### src/rtl/operand_bank.sv
// Operand register bank feeding the ALU: loads WIDTH-bit operands on load-button edges
// and issues the full set through a valid/ready handshake. Optional parity: OPBANK_PARITY_EN.
module operand_bank #(
  parameter int WIDTH    = 8,
  parameter int NUM_REGS = 2,
  parameter int IDX_W    = 1
) (
  input  logic                      clk,
  input  logic                      rst_n,
  input  logic [WIDTH-1:0]          sw_input,
  input  logic                      load,
  input  logic [IDX_W-1:0]          sel,
  input  logic                      mode,
  input  logic                      clear,
  output logic [NUM_REGS*WIDTH-1:0] operands,
  output logic [NUM_REGS-1:0]       loaded_mask,
  output logic [IDX_W-1:0]          next_idx,
  output logic                      ops_valid,
  input  logic                      ops_ready
`ifdef OPBANK_PARITY_EN
  ,
  output logic [NUM_REGS-1:0]       op_parity
`endif
);

  typedef enum logic {FILL, ISSUE} state_e;

  localparam logic [IDX_W:0]   NREGS_W  = (IDX_W+1)'(NUM_REGS);
  localparam logic [IDX_W-1:0] LAST_IDX = IDX_W'(NUM_REGS - 1);

  state_e               state_q, state_d;
  logic [WIDTH-1:0]     regs_q [NUM_REGS];
  logic [WIDTH-1:0]     regs_d [NUM_REGS];
  logic [NUM_REGS-1:0]  mask_q, mask_d;
  logic [IDX_W-1:0]     nidx_q, nidx_d;
  logic                 valid_q, valid_d;
  logic                 load_q;

  logic                 load_evt;
  logic [IDX_W-1:0]     target;
  logic                 target_ok;

  assign load_evt  = load & ~load_q;
  assign target    = mode ? nidx_q : sel;
  assign target_ok = ({1'b0, target} < NREGS_W);

  always_comb begin
    state_d = state_q;
    regs_d  = regs_q;
    mask_d  = mask_q;
    nidx_d  = nidx_q;
    valid_d = valid_q;
    if (clear) begin
      state_d = FILL;
      regs_d  = '{default: '0};
      mask_d  = '0;
      nidx_d  = '0;
      valid_d = 1'b0;
    end else begin
      case (state_q)
        FILL: begin
          if (load_evt && target_ok) begin
            for (int unsigned i = 0; i < NUM_REGS; i++) begin
              if (target == IDX_W'(i)) begin
                regs_d[i] = sw_input;
                mask_d[i] = 1'b1;
              end
            end
            if (mode) nidx_d = (nidx_q == LAST_IDX) ? '0 : nidx_q + 1'b1;
            // ops_valid rises on the following cycle, from the ISSUE branch
            if (mask_d == '1) state_d = ISSUE;
          end
        end
        ISSUE: begin
          if (valid_q && ops_ready) begin
            state_d = FILL;
            mask_d  = '0;
            nidx_d  = '0;
            valid_d = 1'b0;
          end else begin
            valid_d = 1'b1;
          end
        end
        default: state_d = FILL;
      endcase
    end
  end

  always_ff @(posedge clk or negedge rst_n) begin
    if (!rst_n) begin
      state_q <= FILL;
      regs_q  <= '{default: '0};
      mask_q  <= '0;
      nidx_q  <= '0;
      valid_q <= 1'b0;
      load_q  <= 1'b0;
    end else begin
      state_q <= state_d;
      regs_q  <= regs_d;
      mask_q  <= mask_d;
      nidx_q  <= nidx_d;
      valid_q <= valid_d;
      load_q  <= load;
    end
  end

`ifdef OPBANK_PARITY_EN
  logic [NUM_REGS-1:0] par_q;

  always_ff @(posedge clk or negedge rst_n) begin
    if (!rst_n) begin
      par_q <= '0;
    end else begin
      for (int unsigned i = 0; i < NUM_REGS; i++) par_q[i] <= ^regs_d[i];
    end
  end

  assign op_parity = par_q;
`endif

  always_comb begin
    operands = '0;
    for (int unsigned i = 0; i < NUM_REGS; i++) operands[i*WIDTH +: WIDTH] = regs_q[i];
  end

  assign loaded_mask = mask_q;
  assign next_idx    = nidx_q;
  assign ops_valid   = valid_q;

endmodule

### config.mk
export PLATFORM = sky130hd
export DESIGN_NAME = operand_bank
export DESIGN_NICKNAME = d
export VERILOG_FILES = /design/src/rtl/operand_bank.sv
export SDC_FILE = /design/constraint.sdc
export NUM_CORES = 1
export LEC_CHECK = 0
export ABC_CLOCK_PERIOD_IN_PS = 1200
export CAP_MARGIN = 5
export CORE_MARGIN = 4
export CORE_UTILIZATION = 40
export DETAILED_ROUTE_END_ITERATION = 10
export GPL_TIMING_DRIVEN = 0
export PLACE_DENSITY = 0.74
export SLEW_MARGIN = 20
export SYNTH_ARGS = -nofsm -noshare
export SYNTH_HDL_FRONTEND = slang
export SYNTH_SLANG_ARGS = --single-unit
### constraint.sdc
create_clock -name clk -period 1.2 [get_ports clk]
set_input_delay 0.3 -clock clk [delete_from_list [all_inputs] [get_ports clk]]
set_output_delay 0.3 -clock clk [all_outputs]
set_load 0.05 [all_outputs]
==> results of run 1 <==
-- sequential cells by signal, summed over array words and instances, names as in the netlist --
register     cells
load_q           1
loaded_mask      2
next_idx         1
operands        16
ops_valid        1
state_q          1
-- power by group --
group / switching (mW) / leakage [nW] / internal, mW
combinational: 0.247 / 0.444 / 0.193
sequential: 0.0222 / 0.295 / 0.769
clock: 0.227 / 0.0210 / 0.185
-- layout by cell type (no fill, tap or decap), types with 2 or more instances in the layout --
cell and count:
buf_6 27, dfrtp_1 19, buf_4 16, a21oi_1 16, nand3_1 11, clkdlybuf4s50_1 11
o21ai_2 9, nand3_2 5, o21ai_0 5, nand2_1 4, clkbuf_4 3, dfrtp_2 3
clkbuf_2 2, mux2i_1 2, o21ai_1 2, a211oi_2 2, o21a_1 2, dlygate4sd2_1 2
-- what timing repair did --
| item | CTS | global route |
|---|---|---|
| hold buffers | 0 | 1 |
| hold endpoints to repair | 0 | 22 |
| pin swaps | 7 | 0 |
| buffers inserted | 13 | 5 |
| gates cloned | 1 | 0 |
| setup endpoints to repair | 63 | 40 |
| gates resized for setup | 150 | 12 |
-- final timing paths --
| kind | slack [ns] | depth (start not counted) | endpoint |
|---|---|---|---|
| setup reg to reg | -0.16 | 4 | operands[14] |
| min in group asynchronous | 0.47 | 2 | operands[4] |
| hold / removal | 0.36 | 1 | load_q |
| setup / recovery | -0.16 | 4 | operands[14] |
| hold reg to reg | 0.56 | 2 | operands[4] |
| max in group asynchronous | 0.36 | 2 | next_idx |
-- final cells by class --
class / instances / area [µm²]
Buffer: 6 / 51.3
Clock buffer: 4 / 36.3
Fill cell: 193 / 757
Multi-Input combinational cell: 70 / 515
Sequential cell: 22 / 554
Tap cell: 30 / 37.5
Timing Repair Buffer: 54 / 526
-- per-stage QoR --
| step | cells | util, % | hold slack [ns] | setup slack, ns |
|---|---|---|---|---|
| final | 186 | 69.4 | 0.363 | -0.158 |
| after floorplan | 98 | - | 0.00441 | -0.105 |
| after global placement | 162 | 58.6 | 0.500 | -0.660 |
| after detailed placement | 162 | 58.6 | 0.510 | -0.716 |
| after global routing | 186 | 69.4 | 0.352 | -0.188 |
| after CTS | 180 | 66.0 | 0.289 | -0.125 |
-- worst max-delay path, stage by stage (launching register included) --
cell and delay [ns]:
dfrtp_2 0.42, or3b_4 0.45, buf_6 0.16, o21ai_2 0.12, a21oi_1 0.08
-- cells by family after synthesis --
group | after synthesis | synth area share (%)
AO/OA/AOI/OAI | 39 | 21.8
buffers and inverters | 6 | 3.96
flip-flops | 22 | 52.8
multiplexers | 4 | 5.52
AND/OR/NAND/NOR | 27 | 15.9
-- per-layer routing --
layer	share of wire (%)	GRT usage, %
met1	41	22.3
met2	52	31.7
met3	6.3	3.27
met4	0.74	3.88
met5	0	0
==> flow_summary.toml, run 1 <==
[synth]
synth_top_cell_area_share_pct = 52.8
synth_top_cell_by_area = "dfrtp_1"
synth-edff-count = 0
async_reset_ff_share_pct = 100
ys.flop_type = "dfrtp_1"
syn_area_mm2 = 0.00104
ys_top_cells_by_area = "dfrtp_1 53%, a21oi_1 7.7%, nand3_1 7.7%, o21ai_1 3.8%, o21ai_0 2.9%"
synth_fp_nets = 113
synthTopCellsByCount = "22 x dfrtp_1, 16 x a21oi_1, 16 x nand3_1"
yosysMostFrequentCell = "dfrtp_1"
syn_area_per_cell_um2 = 10.6
yosysWarnings = 0
yosysSeqAreaShare_pct = 52.8
synth.distinct_cells = 25
ys_ff_latch = 22
netlist_instances = 98

[sta]
hold_viol_final = 0
slew_viol_final = 0
max_freq_mhz = 736
grt_setup_unrepaired = "yes"
setup_tns_ns = -1.61
max-slew-margin-rel_pct = 66.5
skew_ns = 0.00870
tightest_slew_ns = 0.502
setup_slack_ns = -0.158
finalSetupViolCount = 18
finalCritPeriodShare_pct = 113
timing.final.crit_period_ns = 1.36

[global_routing]
grt_remaining_overflow = 0
grt_pass1_vias = 1062
grt_usage_pct = 17.8
grt_pass1_wl_um = 4800
antenna_found_initial = 0
grt_max_degree = 23

[clock_tree]
htreeDepth = 1
cts_sinks = 22
clk-insertion-delay-late_ns = 0.31
cts.clk_slew.worst_paths_ns = 0.13
cts_buffers = 3
cts_buffer_depth = 2
cts_root_buf = "clkbuf_4"
cts_tree = "yes"

[power_and_ir_drop]
power_mw = 1.64
p_per_area_mw_per_mm2 = 955
p_leak_nw = 0.761
max-vdd-ir-drop_mv = 0.765

[detailed_routing]
first_pass_iters = 5
drc = 0
drt-initial-drc-count = 36
via_per_inst = 5.56
vias = 1034
wl_per_cell_um = 15.2
finalWirelength_um = 2830
ant_nets = 0

[setup_path]
crit_required_ns = 1.40
arrival_ns = 1.56
path_class = "reg -> reg"
timing.rr.start = "state_q"
cp-start-kind = "register"
crit_start = "state_q"
cp-end-kind = "register"
cp_max_fo = 8

[floorplan]
row_count = 18
ios = 35
die_x_um = 59.1
start_util_pct = 42.1
die_area_mm2 = 0.00349
coreArea_mm2 = 0.00248
dieHeight_um = 59.1

[run]
maxCapViolCount = 0

[placed_design]
gp_congestion = 0.734
hpwlAfterDp_um = 1950
dpl-instance-area_mm2 = 0.00145
io_buffer_count = 34

[finish]
area_delta_synth_final_pct = 64.9
fin_nets = 172
design_area_mm2 = 0.00172
drive_gt1_share_pct = 48.7
antenna_cells = 0

[run_status]
status = "complete, but fails checks"
violations = "negative setup slack"

[worst_hold_path]
hp-class = "in -> reg"
hp-start = "load"
No activity file was read; power rests on OpenSTA's default activity.
==> inputs of run 2 (changes only) <==
- CAP_MARGIN: 5 -> default
- CORE_UTILIZATION: 40 -> 35
- PLACE_DENSITY: 0.74 -> 0.66
==> flow_summary.toml, run 2 (synthesized netlist as in run 1, its figures left out) <==
[detailed_routing]
first_pass_iters = 4
finalWirelength_um = 3040
vias = 1018
ant_nets = 0
via_per_inst = 5.33
drc = 0
drt-initial-drc-count = 31
wl_per_cell_um = 15.9

[sta]
finalSetupViolCount = 23
hold_viol_final = 0
finalCritPeriodShare_pct = 115
skew_ns = 0.0176
setup_slack_ns = -0.176
max_freq_mhz = 727
setup_tns_ns = -2.13
tightest_slew_ns = 0.500
grt_setup_unrepaired = "yes"
slew_viol_final = 0
timing.final.crit_period_ns = 1.38
holdWs_ns = 0.322
max-slew-margin-rel_pct = 66.7

[run_status]
violations = "negative setup slack"
status = "complete, but fails checks"

[setup_path]
cp_top_family = "simple AND/OR/NAND/NOR gates"
path_buf_inv = 1
cp-start-kind = "register"
crit_required_ns = 1.43
slowest_delay_ns = 0.46
critical_path.slowest_cell = "or3b_4"
cp-end-kind = "register"
arrival_ns = 1.60
path_class = "reg -> reg"
cp_max_fo = 8
critical_path.cell_chain = "or3b_4, buf_6, o21ai_2, a21oi_1"

[finish]
area_delta_synth_final_pct = 68.2
mostFrequentLayoutCells = "27 x buf_6, 20 x buf_4, 19 x dfrtp_1, 16 x a21oi_1, 12 x nand3_1"
layout.cells.non_filler = 191
largest_register_ffs = 16
antenna_cells = 0
final_common_cell = "buf_6"
postLayoutCoreUtil_pct = 62.6
nFillCells = 238
design_area_mm2 = 0.00176
drive_gt1_share_pct = 48.1
fin_nets = 176

[placed_design]
dp_cells = 163
gp_congestion = 0.812
io_buffer_count = 34
dp_slack_ns = -0.709
hpwlAfterDp_um = 1940
dpl-instance-area_mm2 = 0.00145

[global_routing]
grt_usage_pct = 15.8
grt_pass1_vias = 1073
grt_max_degree = 23
grt_remaining_overflow = 0
grt_pass1_wl_um = 4910
antenna_found_initial = 0

[power_and_ir_drop]
intPower_mw = 1.31
seqPwrFrac_pct = 43.5
switching_share_pct = 28.3
max-vdd-ir-drop_mv = 0.600
power.switching_mw = 0.515
pwr-share-comb_pct = 24.5
p_leak_nw = 0.787
p_per_area_mw_per_mm2 = 1040
power_mw = 1.82
clock_power_share_pct = 32.0

[floorplan]
start_util_pct = 37.2
row_count = 19
ios = 35
die_area_mm2 = 0.00392
die_x_um = 62.6
dieHeight_um = 62.6
coreArea_mm2 = 0.00281

[clock_tree]
cts_buffer_depth = 2
cts_tree = "yes"
cts_buffers = 3
htreeDepth = 1
cts_sinks = 22
cts.clk_slew.worst_paths_ns = 0.14
clk-insertion-delay-late_ns = 0.32
cts_root_buf = "clkbuf_4"

[run]
maxCapViolCount = 0

[worst_hold_path]
hp-class = "in -> reg"
[run 2: repair_timing]
action,CTS,global route
pin swaps,6,2
gates resized for setup,152,6
hold endpoints to repair,0,22
hold buffers,0,1
setup buffers,15,7
endpoints found under the setup margin,63,40
cloned,1,0
[run 2: cell type report]
cell class / instances / area [µm²] / share of cell area (%)
sequential: 22 / 554 / 31.6
clock inverter: 1 / 30.0 / 1.71
buffer: 6 / 55.1 / 3.14
timing repair buffer: 58 / 552 / 31.4
tap: 31 / 38.8 / 2.21
multi-input combinational: 70 / 503 / 28.7
clock buffer: 3 / 22.5 / 1.28
[run 2: worst register-to-register path: cells and delay by family (launching register included)]
family / cells / cell delay, ns
AOI/OAI and AO/OA: 2 / 0.22
buffers and inverters: 1 / 0.16
and+or+nand+nor: 1 / 0.46
DFF: 1 / 0.44
[run 2: final timing paths]
| path | start | to | slack (ns) | cells after the start |
|---|---|---|---|---|
| worst max-delay path | load_q | operands[15] | -0.18 | 4 |
| worst min-delay path | load | load_q | 0.32 | 1 |
| worst max register to register | load_q | operands[15] | -0.18 | 4 |
| worst min register to register | operands[8] | operands[8] | 0.57 | 2 |
| max in group asynchronous | rst_n | state_q | 0.36 | 2 |
| min in group asynchronous | rst_n | operands[2] | 0.45 | 2 |
[run 2: power groups by stage]
stage	clock, mW	combinational [mW]	sequential, mW
after detailed placement	0	0.369	0.806
after CTS	0.591	0.424	0.792
final	0.583	0.446	0.792
after global placement	0	0.366	0.804
after global routing	0.635	0.476	0.796
after floorplan	0	0.126	0.891
[run 2: per-layer routing]
metal | wire (µm) | vias to the layer above | global-route usage [%]
li1 | - | 492 | -
met1 | 1230 | 491 | 17.4
met2 | 1630 | 30 | 28.2
met3 | 150 | 5 | 4.32
met4 | 34 | 0 | 6.89
met5 | 0 | - | 0
